<file path="src/rtl/alu_pkg.sv">
`default_nettype none
// +----------------------------------------------------------------------------+
// | Module      : alu_pkg                                                      |
// | Description : Shared types for the sequential ALU. Holds the opcode enum,  |
// |               the flag bit positions, the control FSM state enum and a     |
// |               helper that packs individual flag bits into the 4-bit flag.  |
// | Revision    : 1.0 - initial release                                        |
// +----------------------------------------------------------------------------+
package alu_pkg;

  typedef enum logic [4:0] {
    OP_ADD  = 5'h00,
    OP_SUB  = 5'h01,
    OP_AND  = 5'h02,
    OP_XOR  = 5'h03,
    OP_OR   = 5'h04,
    OP_NOT  = 5'h05,
    OP_SHR1 = 5'h06,
    OP_SHL1 = 5'h07,
    OP_INC  = 5'h08,
    OP_DEC  = 5'h09,
    OP_NAND = 5'h0A,
    OP_NOR  = 5'h0B,
    OP_XNOR = 5'h0C,
    OP_CMP  = 5'h0D,
    OP_NEG  = 5'h0E,
    OP_ROR1 = 5'h0F,
    OP_MUL  = 5'h10,
    OP_SHLB = 5'h11,
    OP_SHRB = 5'h12,
    OP_RORB = 5'h13
  } opcode_e;

  // Bit positions inside the 4-bit flag output
  localparam int c_flag_carry  = 0;
  localparam int c_flag_parity = 1;
  localparam int c_flag_zero   = 2;
  localparam int c_flag_sign   = 3;

  typedef enum logic [1:0] {
    ST_IDLE = 2'd0,
    ST_BUSY = 2'd1,
    ST_DONE = 2'd2
  } state_e;

  function automatic logic [3:0] mk_flag(input logic c, input logic p,
                                         input logic z, input logic s);
    logic [3:0] f;
    f                = '0;
    f[c_flag_carry]  = c;
    f[c_flag_parity] = p;
    f[c_flag_zero]   = z;
    f[c_flag_sign]   = s;
    return f;
  endfunction

endpackage
`default_nettype wire

</file>
<file path="src/rtl/seq_alu_if.sv">
`default_nettype none
// +----------------------------------------------------------------------------+
// | Module      : seq_alu_if                                                   |
// | Description : Request/response bundle of the sequential ALU.               |
// |               Request : in_valid, in_ready, opcode, a, b                   |
// |               Response: out_valid, out_ready, out, out_hi, flag            |
// |               master = requester/consumer side, slave = ALU side.          |
// | Revision    : 1.0 - initial release                                        |
// +----------------------------------------------------------------------------+
interface seq_alu_if #(
  parameter int WIDTH = 8,
  parameter int OPW   = 5
);
  logic             in_valid;
  logic             in_ready;
  logic [OPW-1:0]   opcode;
  logic [WIDTH-1:0] a;
  logic [WIDTH-1:0] b;
  logic             out_valid;
  logic             out_ready;
  logic [WIDTH-1:0] out;
  logic [WIDTH-1:0] out_hi;
  logic [3:0]       flag;

  modport master (
    output in_valid, opcode, a, b, out_ready,
    input  in_ready, out_valid, out, out_hi, flag
  );

  modport slave (
    input  in_valid, opcode, a, b, out_ready,
    output in_ready, out_valid, out, out_hi, flag
  );
endinterface
`default_nettype wire

</file>
<file path="src/rtl/alu_core_comb.sv">
`default_nettype none
// +----------------------------------------------------------------------------+
// | Module      : alu_core_comb                                                |
// | Description : Combinational datapath for all single-cycle opcodes.         |
// |               i_opcode, i_a, i_b : operation and operands                  |
// |               o_res              : result                                  |
// |               o_flag             : {sign, zero, even parity, carry}        |
// |               Opcodes it does not handle (MUL, shift-by-b, 0x14..0x1F)     |
// |               produce res=0, flag=0.                                       |
// | Revision    : 1.0 - initial release                                        |
// +----------------------------------------------------------------------------+
module alu_core_comb
  import alu_pkg::*;
#(
  parameter int WIDTH = 8,
  parameter int OPW   = 5
) (
  input  wire logic [OPW-1:0]   i_opcode,
  input  wire logic [WIDTH-1:0] i_a,
  input  wire logic [WIDTH-1:0] i_b,
  output logic      [WIDTH-1:0] o_res,
  output logic      [3:0]       o_flag
);

  // One extra bit on every add/subtract gives carry or borrow directly
  logic [WIDTH:0]   w_sum;
  logic [WIDTH:0]   w_diff;
  logic [WIDTH:0]   w_inc;
  logic [WIDTH:0]   w_dec;
  logic [WIDTH:0]   w_neg;
  logic [WIDTH-1:0] w_res;
  logic [WIDTH-1:0] w_pz;
  logic             w_c;
  logic             w_s;
  logic             w_v;

  assign w_sum  = {1'b0, i_a} + {1'b0, i_b};
  assign w_diff = {1'b0, i_a} - {1'b0, i_b};
  assign w_inc  = {1'b0, i_a} + (WIDTH+1)'(1);
  assign w_dec  = {1'b0, i_a} - (WIDTH+1)'(1);
  assign w_neg  = {1'b0, ~i_a} + (WIDTH+1)'(1);

  always_comb begin
    w_res = '0;
    w_c   = 1'b0;
    w_s   = 1'b0;
    w_v   = 1'b1;
    case (i_opcode)
      OP_ADD:  begin w_res = w_sum[WIDTH-1:0];  w_c = w_sum[WIDTH]; end
      OP_SUB:  begin w_res = w_diff[WIDTH-1:0]; w_c = w_diff[WIDTH]; w_s = w_diff[WIDTH]; end
      OP_AND:  w_res = i_a & i_b;
      OP_XOR:  w_res = i_a ^ i_b;
      OP_OR:   w_res = i_a | i_b;
      OP_NOT:  w_res = ~i_a;
      OP_SHR1: begin w_res = {1'b0, i_a[WIDTH-1:1]}; w_c = i_a[0]; end
      OP_SHL1: begin w_res = {i_a[WIDTH-2:0], 1'b0}; w_c = i_a[WIDTH-1]; end
      OP_INC:  begin w_res = w_inc[WIDTH-1:0]; w_c = w_inc[WIDTH]; end
      OP_DEC:  begin w_res = w_dec[WIDTH-1:0]; w_c = w_dec[WIDTH]; w_s = w_dec[WIDTH]; end
      OP_NAND: w_res = ~(i_a & i_b);
      OP_NOR:  w_res = ~(i_a | i_b);
      OP_XNOR: w_res = ~(i_a ^ i_b);
      // CMP reports nothing in res; its flags describe the difference
      OP_CMP:  begin w_c = w_diff[WIDTH]; w_s = w_diff[WIDTH]; end
      OP_NEG:  begin w_res = w_neg[WIDTH-1:0]; w_c = w_neg[WIDTH]; end
      OP_ROR1: begin w_res = {i_a[0], i_a[WIDTH-1:1]}; w_c = i_a[0]; end
      default: w_v = 1'b0;
    endcase
    w_pz   = (i_opcode == OP_CMP) ? w_diff[WIDTH-1:0] : w_res;
    o_flag = w_v ? mk_flag(w_c, ~^w_pz, ~|w_pz, w_s) : 4'b0000;
  end

  assign o_res = w_res;

endmodule
`default_nettype wire

</file>
<file path="src/rtl/seq_alu.sv">
`default_nettype none
// +----------------------------------------------------------------------------+
// | Module      : seq_alu                                                      |
// | Description : Sequential ALU with valid/ready request and response.        |
// |               clk : rising-edge clock                                      |
// |               rst : asynchronous active-high reset                         |
// |               bus : seq_alu_if.slave (in_valid/in_ready/opcode/a/b,        |
// |                     out_valid/out_ready/out/out_hi/flag)                   |
// |               Single-cycle opcodes complete via alu_core_comb; MUL is a    |
// |               WIDTH-step shift-add, shift-by-b moves one bit per cycle.    |
// | Revision    : 1.0 - initial release                                        |
// +----------------------------------------------------------------------------+
module seq_alu
  import alu_pkg::*;
#(
  parameter int WIDTH = 8,
  parameter int OPW   = 5
) (
  input wire logic  clk,
  input wire logic  rst,
  seq_alu_if.slave  bus
);

  localparam int c_cnt_w = $clog2(WIDTH) + 1;

  logic [WIDTH-1:0]   w_core_res;
  logic [3:0]         w_core_flag;
  logic [WIDTH-1:0]   w_mod;
  logic               w_is_shift;
  logic [WIDTH-1:0]   w_sh;
  logic               w_sh_c;
  logic [WIDTH:0]     w_madd;
  logic [WIDTH-1:0]   w_mhi;
  logic [WIDTH-1:0]   w_mlo;
  logic               w_last;

  state_e             r_state;
  logic [OPW-1:0]     r_op;
  logic [c_cnt_w-1:0] r_cnt;
  logic [WIDTH-1:0]   r_work;   // shift operand, or remaining multiplier bits
  logic [WIDTH-1:0]   r_acc;    // MUL partial-product upper half
  logic [WIDTH-1:0]   r_mcand;  // MUL multiplicand
  logic               r_in_ready;
  logic               r_out_valid;
  logic [WIDTH-1:0]   r_out;
  logic [WIDTH-1:0]   r_out_hi;
  logic [3:0]         r_flag;

  alu_core_comb #(
    .WIDTH (WIDTH),
    .OPW   (OPW)
  ) u_core (
    .i_opcode (bus.opcode),
    .i_a      (bus.a),
    .i_b      (bus.b),
    .o_res    (w_core_res),
    .o_flag   (w_core_flag)
  );

  assign w_mod      = bus.b % WIDTH'(WIDTH);
  assign w_is_shift = bus.opcode inside {OP_SHLB, OP_SHRB, OP_RORB};
  assign w_last     = (r_cnt == c_cnt_w'(1));

  // One bit position per BUSY cycle; carry is the bit leaving this step
  always_comb begin
    w_sh   = r_work;
    w_sh_c = 1'b0;
    case (r_op)
      OP_SHLB: begin w_sh = {r_work[WIDTH-2:0], 1'b0}; w_sh_c = r_work[WIDTH-1]; end
      OP_SHRB: begin w_sh = {1'b0, r_work[WIDTH-1:1]}; w_sh_c = r_work[0]; end
      default: begin w_sh = {r_work[0], r_work[WIDTH-1:1]}; w_sh_c = r_work[0]; end
    endcase
  end

  // Shift-add step: add multiplicand when the current multiplier LSB is set,
  // then shift {acc, multiplier} right by one. After WIDTH steps r_acc holds
  // the upper product half and r_work the lower half.
  assign w_madd = {1'b0, r_acc} + (r_work[0] ? {1'b0, r_mcand} : '0);
  assign w_mhi  = w_madd[WIDTH:1];
  assign w_mlo  = {w_madd[0], r_work[WIDTH-1:1]};

  always_ff @(posedge clk or posedge rst) begin
    if (rst) begin
      r_state     <= ST_IDLE;
      r_op        <= '0;
      r_cnt       <= '0;
      r_work      <= '0;
      r_acc       <= '0;
      r_mcand     <= '0;
      r_in_ready  <= 1'b1;
      r_out_valid <= 1'b0;
      r_out       <= '0;
      r_out_hi    <= '0;
      r_flag      <= '0;
    end else begin
      case (r_state)
        ST_IDLE: begin
          if (bus.in_valid) begin
            r_op       <= bus.opcode;
            r_in_ready <= 1'b0;
            if (bus.opcode == OP_MUL) begin
              r_work  <= bus.b;
              r_mcand <= bus.a;
              r_acc   <= '0;
              r_cnt   <= c_cnt_w'(WIDTH);
              r_state <= ST_BUSY;
            end else if (w_is_shift && (w_mod != '0)) begin
              r_work  <= bus.a;
              r_cnt   <= c_cnt_w'(w_mod);
              r_state <= ST_BUSY;
            end else if (w_is_shift) begin
              // Zero shift count: result is a untouched, nothing shifted out
              r_out       <= bus.a;
              r_out_hi    <= '0;
              r_flag      <= mk_flag(1'b0, ~^bus.a, ~|bus.a, 1'b0);
              r_out_valid <= 1'b1;
              r_state     <= ST_DONE;
            end else begin
              r_out       <= w_core_res;
              r_out_hi    <= '0;
              r_flag      <= w_core_flag;
              r_out_valid <= 1'b1;
              r_state     <= ST_DONE;
            end
          end
        end

        ST_BUSY: begin
          r_cnt <= r_cnt - c_cnt_w'(1);
          if (r_op == OP_MUL) begin
            r_acc  <= w_mhi;
            r_work <= w_mlo;
            if (w_last) begin
              r_out       <= w_mlo;
              r_out_hi    <= w_mhi;
              r_flag      <= mk_flag(|w_mhi, ~^w_mlo, ~|{w_mhi, w_mlo}, 1'b0);
              r_out_valid <= 1'b1;
              r_state     <= ST_DONE;
            end
          end else begin
            r_work <= w_sh;
            if (w_last) begin
              r_out       <= w_sh;
              r_out_hi    <= '0;
              r_flag      <= mk_flag(w_sh_c, ~^w_sh, ~|w_sh, 1'b0);
              r_out_valid <= 1'b1;
              r_state     <= ST_DONE;
            end
          end
        end

        ST_DONE: begin
          // Return to IDLE only; acceptance happens from IDLE on a later edge
          if (bus.out_ready) begin
            r_out_valid <= 1'b0;
            r_in_ready  <= 1'b1;
            r_state     <= ST_IDLE;
          end
        end

        default: begin
          r_out_valid <= 1'b0;
          r_in_ready  <= 1'b1;
          r_state     <= ST_IDLE;
        end
      endcase
    end
  end

  assign bus.in_ready  = r_in_ready;
  assign bus.out_valid = r_out_valid;
  assign bus.out       = r_out;
  assign bus.out_hi    = r_out_hi;
  assign bus.flag      = r_flag;

endmodule
`default_nettype wire

</file>
<file path="src/flat_wrapper.sv">
// flat-port wrapper written by rule: the top's interface ports become plain ports
module seq_alu_flat import alu_pkg::*;
#(
  parameter int WIDTH = 8,
  parameter int OPW   = 5
)
  (clk, rst, bus_in_valid, bus_opcode, bus_a, bus_b, bus_out_ready, bus_in_ready, bus_out_valid, bus_out, bus_out_hi, bus_flag);
  seq_alu_if #(.WIDTH(WIDTH), .OPW(OPW)) bus_i ();
  input wire logic clk;
  input wire logic rst;
  input wire logic [$bits(bus_i.in_valid)-1:0] bus_in_valid;
  input wire logic [$bits(bus_i.opcode)-1:0] bus_opcode;
  input wire logic [$bits(bus_i.a)-1:0] bus_a;
  input wire logic [$bits(bus_i.b)-1:0] bus_b;
  input wire logic [$bits(bus_i.out_ready)-1:0] bus_out_ready;
  output wire logic [$bits(bus_i.in_ready)-1:0] bus_in_ready;
  output wire logic [$bits(bus_i.out_valid)-1:0] bus_out_valid;
  output wire logic [$bits(bus_i.out)-1:0] bus_out;
  output wire logic [$bits(bus_i.out_hi)-1:0] bus_out_hi;
  output wire logic [$bits(bus_i.flag)-1:0] bus_flag;
  assign bus_i.in_valid = bus_in_valid;
  assign bus_i.opcode = bus_opcode;
  assign bus_i.a = bus_a;
  assign bus_i.b = bus_b;
  assign bus_i.out_ready = bus_out_ready;
  assign bus_in_ready = bus_i.in_ready;
  assign bus_out_valid = bus_i.out_valid;
  assign bus_out = bus_i.out;
  assign bus_out_hi = bus_i.out_hi;
  assign bus_flag = bus_i.flag;
  seq_alu #(.WIDTH(WIDTH), .OPW(OPW)) u_core (.clk(clk), .rst(rst), .bus(bus_i));
endmodule
</file>
<file path="config.mk">
export PLATFORM = sky130hd
export DESIGN_NAME = seq_alu_flat
export DESIGN_NICKNAME = d
export VERILOG_FILES = /design/src/rtl/alu_pkg.sv /design/src/rtl/seq_alu_if.sv /design/src/rtl/alu_core_comb.sv /design/src/rtl/seq_alu.sv /design/src/flat_wrapper.sv
export SDC_FILE = /design/constraint.sdc
export NUM_CORES = 1
export LEC_CHECK = 0
export BUFFER_PORTS_ARGS = -buffer_cell sky130_fd_sc_hd__buf_2
export CAP_MARGIN = 20
export CORE_MARGIN = 1.5
export CORE_UTILIZATION = 55
export CTS_CLUSTER_SIZE = 12
export DETAILED_ROUTE_END_ITERATION = 6
export GPL_TIMING_DRIVEN = 0
export PLACE_DENSITY = 0.83
export SYNTH_ARGS = -nofsm -noshare
export SYNTH_HDL_FRONTEND = slang
export SYNTH_SLANG_ARGS = --single-unit
</file>
<file path="constraint.sdc">
create_clock -name clk -period 2.8 [get_ports clk]
set_clock_uncertainty 0.2 [all_clocks]
set_input_delay 0.28 -clock clk [delete_from_list [all_inputs] [get_ports clk]]
set_output_delay 0.28 -clock clk [all_outputs]
set_load 0.05 [all_outputs]
</file>
# [After elaboration in Yosys (flattened, before gate mapping)]
# Cells that the tools add are included.
# W data, S select, Z words.
[op_classes] addsub=7 eq_ne=33 muxes=60 n_bitwise=8 reduce_logical=30
[ops] op="$mux W8" count=22
[ops] op="$pmux W8 S15" count=1
[ops] op="$pmux W8 S2" count=5
[ops] op="$mux W4" count=11
[ops] op="$eq A5 B4 Y1 const B" count=8
[ops] op="$eq A5 B5 Y1 const B" count=7
[ops] op="$not A8 Y8" count=4
[ops] op="$reduce_or A16 Y1" count=2
[ops] op="$reduce_or A8 Y1" count=4
[ops] op="$reduce_xnor A8 Y1" count=4
[ops] op="$eq A5 B3 Y1 const B" count=4
[ops] op="$add A8 B1 Y9 const B" count=2
[ops] op="$pmux W4 S2" count=2
[ops] op="$reduce_and A3 Y1" count=4
[ops] op="$eq A5 B2 Y1 const B" count=2
[ops] op="$mux W2" count=5
[ops] op="$ne A2 B2 Y1 const B" count=5
[ops] op="$reduce_and A5 Y1" count=2
[ops] op="$add A8 B8 Y9" count=1
[ops] op="$add A8 B9 Y9" count=1
[ops] op="$mux W1" count=9
[ops] op="$sub A8 B1 Y9 const B" count=1
[ops] op="$sub A8 B8 Y9" count=1
[ops] op="$and A8 B8 Y8" count=1
[ops] op="24 further kinds" count=30
[totals] ff_bits=57 inputBits=25 output_inout_bits=22 word_cells=149

# [Logic depth before layout (Yosys ltp)]
# Gate-level depths: netlist of the first run.
[depth] word_depth=12 depth_mapped=17 ltp_nobuf=16

# [Hierarchy]
# A second synthesis of the first run with hierarchy kept.
[unflattened] cells_unflattened=750 hier_area_um2=6068.3
[modules_own_cells] module="seq_alu" instances=1 cells_per_inst=418 area_per_inst_um2=3652.3 seq_area_each_um2=1427.6
[modules_own_cells] module="alu_core_comb" instances=1 cells_per_inst=332 area_per_inst_um2=2416.1 seq_area_each_um2=0.0

# [Worst setup path before layout of the first run]
# Ideal clock, no wire load.
[synth_timing] path_kind="input -> register" startpoint="in bus_a[2]" endpoint="reg u_core.r_flag[1] (netlist: u_core.bus.flag[1])" setup_time_ps=122 arrival_time_ps=3114 required_ps=2478 path_slack_ps=-636 stages=15 n_path_buf=2 cell_sequence="clkbuf_1 -> inv_1 -> ha_1 -> clkbuf_1 -> nor4b_1 -> o31a_1 -> or4_1 -> and2_1 -> a21boi_1 -> ha_1 -> xnor2_1 -> xnor2_1 -> o221ai_1 -> o21ai_0 -> o21ai_1"
[synth_via] elab_chain_len=11 elab_cells_between_ends=22 classes_between="add/sub (5); mux (8); bitwise (7); reduce/logical (2)"
[synth_rtl] element="start: declaration" line="flat_wrapper.sv:13" text="input wire logic [$bits(bus_i.a)-1:0] bus_a;"
[synth_rtl] element="$not A8 Y8, or another cell as far along" line="alu_core_comb.sv:41, alu_core_comb.sv:54"
[synth_rtl] element="$add A8 B1 Y9, or another cell as far along" line="alu_core_comb.sv:41" text="assign w_neg = {1'b0, ~i_a} + (WIDTH+1)'(1);"
[synth_rtl] element="$pmux W8 S15" line="alu_core_comb.sv:48" text="case (i_opcode)"
[synth_rtl] element="$mux W8" line="alu_core_comb.sv:68" text="w_pz = (i_opcode == OP_CMP) ? w_diff[WIDTH-1:0] : w_res;"
[synth_rtl] element="$reduce_xnor A8 Y1" line="alu_core_comb.sv:69" text="o_flag = w_v ? mk_flag(w_c, ~^w_pz, ~|w_pz, w_s) : 4'b0000;"
[synth_rtl] element="$mux W4" line="alu_core_comb.sv:69"
[synth_rtl] element="$mux W4 (*)" line="seq_alu.sv:111" text="end else if (w_is_shift) begin"
[synth_rtl] element="$mux W4 (*)" line="seq_alu.sv:107" text="end else if (w_is_shift && (w_mod != '0)) begin"
[synth_rtl] element="$mux W4 (*)" line="seq_alu.sv:101" text="if (bus.opcode == OP_MUL) begin"
[synth_rtl] element="$mux W4 (*)" line="seq_alu.sv:98" text="if (bus.in_valid) begin"
[synth_rtl] element="$pmux W4 S2 (*)" line="seq_alu.sv:96" text="case (r_state)"
[synth_rtl] element="end signal: assignment" line="seq_alu.sv:115" text="r_flag <= mk_flag(1'b0, ~^bus.a, ~|bus.a, 1'b0);"
[synth_rtl] element="end signal: assignment" line="seq_alu.sv:121" text="r_flag <= w_core_flag;"
[synth_rtl] element="end signal: assignment" line="seq_alu.sv:136" text="r_flag <= mk_flag(|w_mhi, ~^w_mlo, ~|{w_mhi, w_mlo}, 1'b0);"
[synth_rtl] element="end: declaration" line="seq_alu.sv:47" text="logic [3:0] r_flag;"
# Mark *: on every way between the ends. The rest lies on a longest branch, timed or not. The select of a mux whose other input is x is not followed.
# A chain may end at the register's enable or synchronous reset.

# [Worst setup path after layout of the first run]
[layout_timing] startpoint="in bus_b[1]" endpoint="reg u_core.r_flag[1] (netlist: u_core.bus.flag[1])"
[layout_via] elab_chain_len=11 elab_cells_between_ends=21 classes_between="add/sub (2); eq/ne (1); mux (8); bitwise (6); reduce/logical (4)"
[layout_rtl] element="start: declaration" line="flat_wrapper.sv:14" text="input wire logic [$bits(bus_i.b)-1:0] bus_b;"
[layout_rtl] element="parallel branches: the longest is 11 deep, another holds $sub A8 B8 Y9"
# Parallel ways; which one is timed is not known. The select of a mux whose other input is x is not followed.

==> impl_metrics.ini, run 1 <==
[outcome]
outcome = complete, but fails checks
violations = negative setup slack

[drt]
wl_per_cell_um = 22.2
drt-vias-per-instance = 6.73
drt_iter0_markers = 968
drc = 0
drtAntennaViolNets = 0
drt-total-wl_mm = 21.6
drt_first_pass_iters = 5
vias = 6565

[placement]
place.gp.congestion = 1.06
place_inst = 925
numPortBuffers = 46
dp_hpwl_mm = 16.2

[global_route]
grt_pass1_wl_mm = 33.7
grt_util_all_layers_pct = 38.4
use_met1_pct = 47.4
use_met2_pct = 60.8
met3_usage_pct = 9.20
grt_max_degree = 35
overflow = 0
grt_pass1_vias = 6230
gr-max-usage-layer = met2
antenna_found_initial = 0

[setup_path]
endpoint_kind = flop
critPathKind = input port to flop
arrival_ns = 3.26
critPathMaxFanout = 5
critPathLaunchType = input port
slowest_delay_ns = 0.35
path_cells = buf_12, clkinvlp_4, ha_4, buf_4, and3_4, or2_4, a221oi_2, a21oi_2, a211oi_2, mux2_4, ha_4, xnor2_2, xnor2_2, o221ai_2, o21ai_2, o21ai_1
crit_required_ns = 2.88
crit_slowest_cell = a211oi_2
critical_path_buf_inv_count = 3
path_delay_family = compound AO/OA/AOI/OAI gates

[cells_and_area]
layout.cells.non_filler = 976
final_nets = 915
drive_gt1_share_pct = 28.1
n_fill_cell = 835
area_delta_synth_final_pct = 26.2
n_antenna_cell = 0

[cts]
cts_tree = yes
numCtsBuffers = 9
cts_root_buf = clkbuf_8
clkTransAtPathRegs_ns = 0.07
cts.sinks = 57
cts_max_path_buffers = 2
cts.htree.levels = 3
clk_latency_ns = 0.35

[yosys]
seq_area_frac_synth_pct = 23.7
synth_top_area_share_pct = 23.2
dominantRegCellSynth = dfrtp_1
synth-seq-cells = 57
synth.cell_area_um2 = 6030
synthesis.nets = 822
ys_warn_count = 0
avgSynthCellArea_um2 = 8.17
yosys-top-cells-area = dfrtp_1 23%, ha_1 12%, nand2_1 4.7%
syn_inst = 738
synthArstFlopShare_pct = 100
synth_edf_count = 0
synth_cell_type_count = 84
yosysTopAreaCell = dfrtp_1

[sta]
setup_viol = 3
min_period_ns = 3.18
clock.fmax_mhz = 314
setup_slack_ns = -0.381
rsz0062_at_grt = yes
hold_viol_final = 0
post-route-period-util_pct = 114
worst_pin_slew_ns = 0.853
max_slew_margin_pct = 42.7
tns_ns = -0.602
slew_violations = 0

[floorplan]
num_rows = 38
io_pins = 47
core_um2 = 10700
initial_core_util_pct = 56.1
dieWidth_um = 108
fp.dieArea_um2 = 11600
die_y_um = 108

[power_and_ir_drop]
switching_share_pct = 46.3
ir_worst_vdd_mv = 0.505
pwr-share-seq_pct = 25.5
combPwrFrac_pct = 58.7
clkPwrFrac_pct = 15.9
intPower_mw = 2.91
powerDensity_nw_per_um2 = 712
power_leakage_nw = 3.37
p_switching_mw = 2.51

[min_path]
min_path_type = input port to flop

[job]
maxCapViolCount = 0
-- through the flow --
stage	hold WS, ns	worst slack [ns]	total power [mW]	util (%)	cell area, um^2
final	0.0691	-0.381	5.42	70.8	7600
after global routing	0.0851	-0.502	5.77	70.8	7600
after CTS	0.0571	-0.345	5.25	68.8	7390
after detailed placement	0.161	-1.21	4.19	62.1	6670
after global placement	0.255	-1.14	4.08	61.9	6650
after floorplan	0.218	-0.266	3.47	-	6240
-- repair_timing --
action                                  4_1_cts  5_1_grt
pin swaps                                    26       17
endpoints found under the setup margin       11        3
resized for setup                            72       41
buffers inserted                             24       12
hold endpoints to repair                     24        0
hold buffers                                  2        0
-- worst paths after layout --
path	endpoint	start	cells past startpoint	slack [ns]
worst max-delay path	u_core.bus.flag[1]	bus_b[1]	16	-0.38
worst min-delay path	u_core.r_cnt[1]	bus_b[1]	3	0.07
worst max register to register	u_core.bus.flag[1]	u_core.r_op[1]	9	-0.13
worst min register to register	u_core.bus.out_hi[1]	u_core.bus.out_hi[1]	2	0.27
max in group asynchronous	u_core.r_mcand[3]	rst	4	1.49
min in group asynchronous	u_core.bus.out_hi[1]	rst	3	0.32
-- metal layers --
layer,share of wire (%),up-vias
met1,37,3072
met5,0,-
li1,-,2897
met3,11,111
met4,6.5,0
met2,46,485
-- synthesized netlist by cell type (11+ instances only) --
cell type  count
a21oi_1       47
nand2_1       75
inv_1         40
dfrtp_1       56
xor2_1        15
clkbuf_1      25
and2_1        12
o21ai_0       56
nand2b_1      12
ha_1          56
nand3_1       14
a31oi_1       13
nor3_1        22
mux2_2        15
mux2i_1       13
nor2_1        38
buf_2         11
xnor2_1       21
-- power by group through the flow --
stage	sequential (mW)	combinational [mW]	clock [mW]
floorplan	1.60	1.86	0
detailed placement	1.37	2.81	0
global placement	1.35	2.72	0
finish	1.38	3.18	0.860
CTS	1.35	3.02	0.870
global route	1.41	3.45	0.909
-- logic make-up (layout without fill, tap and decap cells) --
family	Yosys count	after routing	synth area share [%]
compound gates	231	231	26.3
simple gates	241	241	21.2
buf+inv	86	184	6.08
mux	28	28	4.96
flops	57	57	23.7
fa+ha+maj	59	59	12.6
xor+xnor	36	36	5.23
-- flip-flops by register name, summed over array words and instances, names as in the netlist --
signal,flops
u_core.bus.out,8
u_core.bus.out_hi,8
u_core.r_acc,8
u_core.r_mcand,8
u_core.r_work,8
u_core.r_op,5
u_core.bus.flag,4
u_core.r_cnt,4
u_core.r_state,2
u_core.bus.in_ready,1
u_core.bus.out_valid,1
-- layout make-up --
| class | count | area (um^2) | area share, % |
|---|---|---|---|
| multi-input combinational | 595 | 4660 | 61.3 |
| sequential | 57 | 1430 | 18.8 |
| timing repair buffer | 85 | 593 | 7.80 |
| buffer | 42 | 334 | 4.39 |
| inverter | 41 | 203 | 2.67 |
| tap | 140 | 175 | 2.30 |
| clock buffer | 10 | 128 | 1.68 |
| clock inverter | 6 | 82.6 | 1.09 |
-- layout by cell type (no fill, tap or decap), drive strengths merged, types with 6 or more instances in the layout --
master  count
buf       100
xnor2      21
a211oi     10
clkbuf     35
nand2      76
inv        37
xor2       15
a21o        8
ha         56
o31ai      11
o21ai      59
a31oi      13
and3        9
nand3      14
nor2b      10
mux2i      13
dfrtp      56
nor2       41
and2       12
mux2       15
nand2b     12
a21oi      47
o211ai      7
a22oi       8
a22o        6
nand4      10
nor3b       6
nor3       23
-- tightest hold or removal path: stages --
cell,delay (ns)
buf_12,0.12
nand3_1,0.07
o221ai_1,0.09
Power figures use the tool's default switching activity.
==> run 2: changes to the inputs <==
--- a/config.mk
+++ b/config.mk
@@ -13,6 +13,8 @@
 export DETAILED_ROUTE_END_ITERATION = 6
 export GPL_TIMING_DRIVEN = 0
 export PLACE_DENSITY = 0.83
+export SETUP_SLACK_MARGIN = 0.15
+export SKIP_CTS_REPAIR_TIMING = 1
 export SYNTH_ARGS = -nofsm -noshare
 export SYNTH_HDL_FRONTEND = slang
 export SYNTH_SLANG_ARGS = --single-unit
==> impl_metrics.ini, run 2 (same netlist as run 1, synthesis figures left out) <==
[outcome]
outcome = complete, but fails checks
violations = negative hold slack, negative setup slack

[cells_and_area]
final_nets = 924
final_util_pct = 71.7
drive_gt1_share_pct = 29.8
layout_common_cells = 73 x nand2_1, 56 x dfrtp_1, 47 x buf_2
area_delta_synth_final_pct = 27.7
n_antenna_cell = 0
layout.cells.non_filler = 985
n_fill_cell = 811
final_common_cell = nand2_1

[placement]
dp_hpwl_mm = 15.9
place_ws_ns = -1.21
place.gp.congestion = 1.05
place_inst = 925
numPortBuffers = 46

[global_route]
overflow = 0
grt_pass1_vias = 5920
grt_util_all_layers_pct = 36.1
grt_max_degree = 45
grt_pass1_wl_mm = 32.0
antenna_found_initial = 0

[floorplan]
core_um2 = 10700
die_y_um = 108
num_rows = 38
dieWidth_um = 108
io_pins = 47
fp.dieArea_um2 = 11600
initial_core_util_pct = 56.1

[power_and_ir_drop]
ir_worst_vdd_mv = 0.572
pwr-share-seq_pct = 25.0
switching_share_pct = 46.3
p_switching_mw = 2.54
combPwrFrac_pct = 60.5
powerDensity_nw_per_um2 = 712
power_leakage_nw = 3.41
clkPwrFrac_pct = 14.5
intPower_mw = 2.94

[sta]
post-route-period-util_pct = 117
hold_viol_final = 1
hold_slack_ns = -0.0120
min_period_ns = 3.28
rsz0062_at_grt = yes
worst_pin_slew_ns = 0.785
slew_violations = 0
setup_viol = 3
setup_slack_ns = -0.483
max_slew_margin_pct = 47.3
clock.fmax_mhz = 305

[min_path]
min_path_type = input port to flop

[setup_path]
critPathMaxFanout = 10
critPathLaunchType = input port
endpoint_kind = flop
path_cells = buf_2, clkbuf_4, nand2_1, nor3_1, buf_4, a221o_1, a2111oi_4, o211ai_1, o31ai_2, ha_1, xor2_1, xnor2_1, o221ai_2, o21ai_2, o21ai_2
cp_common_cell = o21ai_2
arrival_ns = 3.32
critPathKind = input port to flop
crit_required_ns = 2.84
path_delay_family = compound AO/OA/AOI/OAI gates
crit_slowest_cell = a2111oi_4
critical_path_buf_inv_count = 3
slowest_delay_ns = 0.44

[drt]
drt-vias-per-instance = 6.68
vias = 6578
wl_per_cell_um = 22.4
drtAntennaViolNets = 0
drt-total-wl_mm = 22.0
drt_iter0_markers = 920
drc = 0
drt_first_pass_iters = 6

[cts]
cts_max_path_buffers = 2
cts.htree.levels = 3
cts_tree = yes
cts_root_buf = clkbuf_8
clk_latency_ns = 0.35
numCtsBuffers = 9
clkTransAtPathRegs_ns = 0.07
cts.sinks = 57

[job]
maxCapViolCount = 0
[run 2: final cells by class]
class / count / area (um^2) / area share [%]
buffer: 45 / 347 / 4.50
clock buffer: 13 / 159 / 2.06
clock inverter: 3 / 40.0 / 0.520
inverter: 41 / 195 / 2.53
multi-input combinational: 595 / 4690 / 60.9
sequential: 57 / 1430 / 18.5
tap: 140 / 175 / 2.27
timing repair buffer: 91 / 666 / 8.64
[run 2: per-layer routing]
metal / GRT usage (%) / vias to the layer above / routed length, um
met5: 0 / - / 0
met4: 20.8 / 0 / 1450
met3: 6.72 / 138 / 2380
met2: 56.3 / 490 / 9710
met1: 46.6 / 3043 / 8490
li1: - / 2907 / -
[run 2: path summary, 6_finish.rpt]
check / end / depth (start not counted) / slack (ns) / start
max: u_core.bus.flag[1] / 15 / -0.48 / bus_opcode[1]
min: u_core.bus.in_ready / 3 / -0.01 / bus_out_ready
max reg2reg: u_core.bus.flag[1] / 9 / -0.19 / u_core.r_op[1]
min reg2reg: u_core.bus.out_hi[4] / 2 / 0.28 / u_core.bus.out_hi[4]
max in group asynchronous: u_core.bus.in_ready / 4 / 1.59 / rst
min in group asynchronous: u_core.bus.flag[1] / 3 / 0.22 / rst
[run 2: worst reg2reg max path, delay by kind of cell (launching register included)]
kind / cells / cell delay (ns)
XOR/XNOR: 2 / 0.40
multiplexers: 1 / 0.38
AO/OA/AOI/OAI: 3 / 0.41
AND/OR/NAND/NOR: 2 / 0.71
flip-flops: 1 / 0.46
adder cells (fa/ha/maj): 1 / 0.32
[run 2: power by group through the flow]
stage               registers (mW)  clock network [mW]  logic (mW)
global route                  1.40               0.832        3.54
floorplan                     1.60                   0        1.87
detailed placement            1.37                   0        2.83
finish                        1.37               0.794        3.32
CTS                           1.36               0.800        2.84
global placement              1.35                   0        2.72
[run 2: through the flow]
stage,instance area (um^2),power (mW),setup TNS (ns)
2_1_floorplan,6250,3.47,-0.307
3_3_place_gp,6660,4.07,-2.62
3_5_place_dp,6680,4.19,-2.94
4_1_cts,6880,5.00,-2.18
5_1_grt,7700,5.78,-1.03
6_report,7700,5.48,-0.807
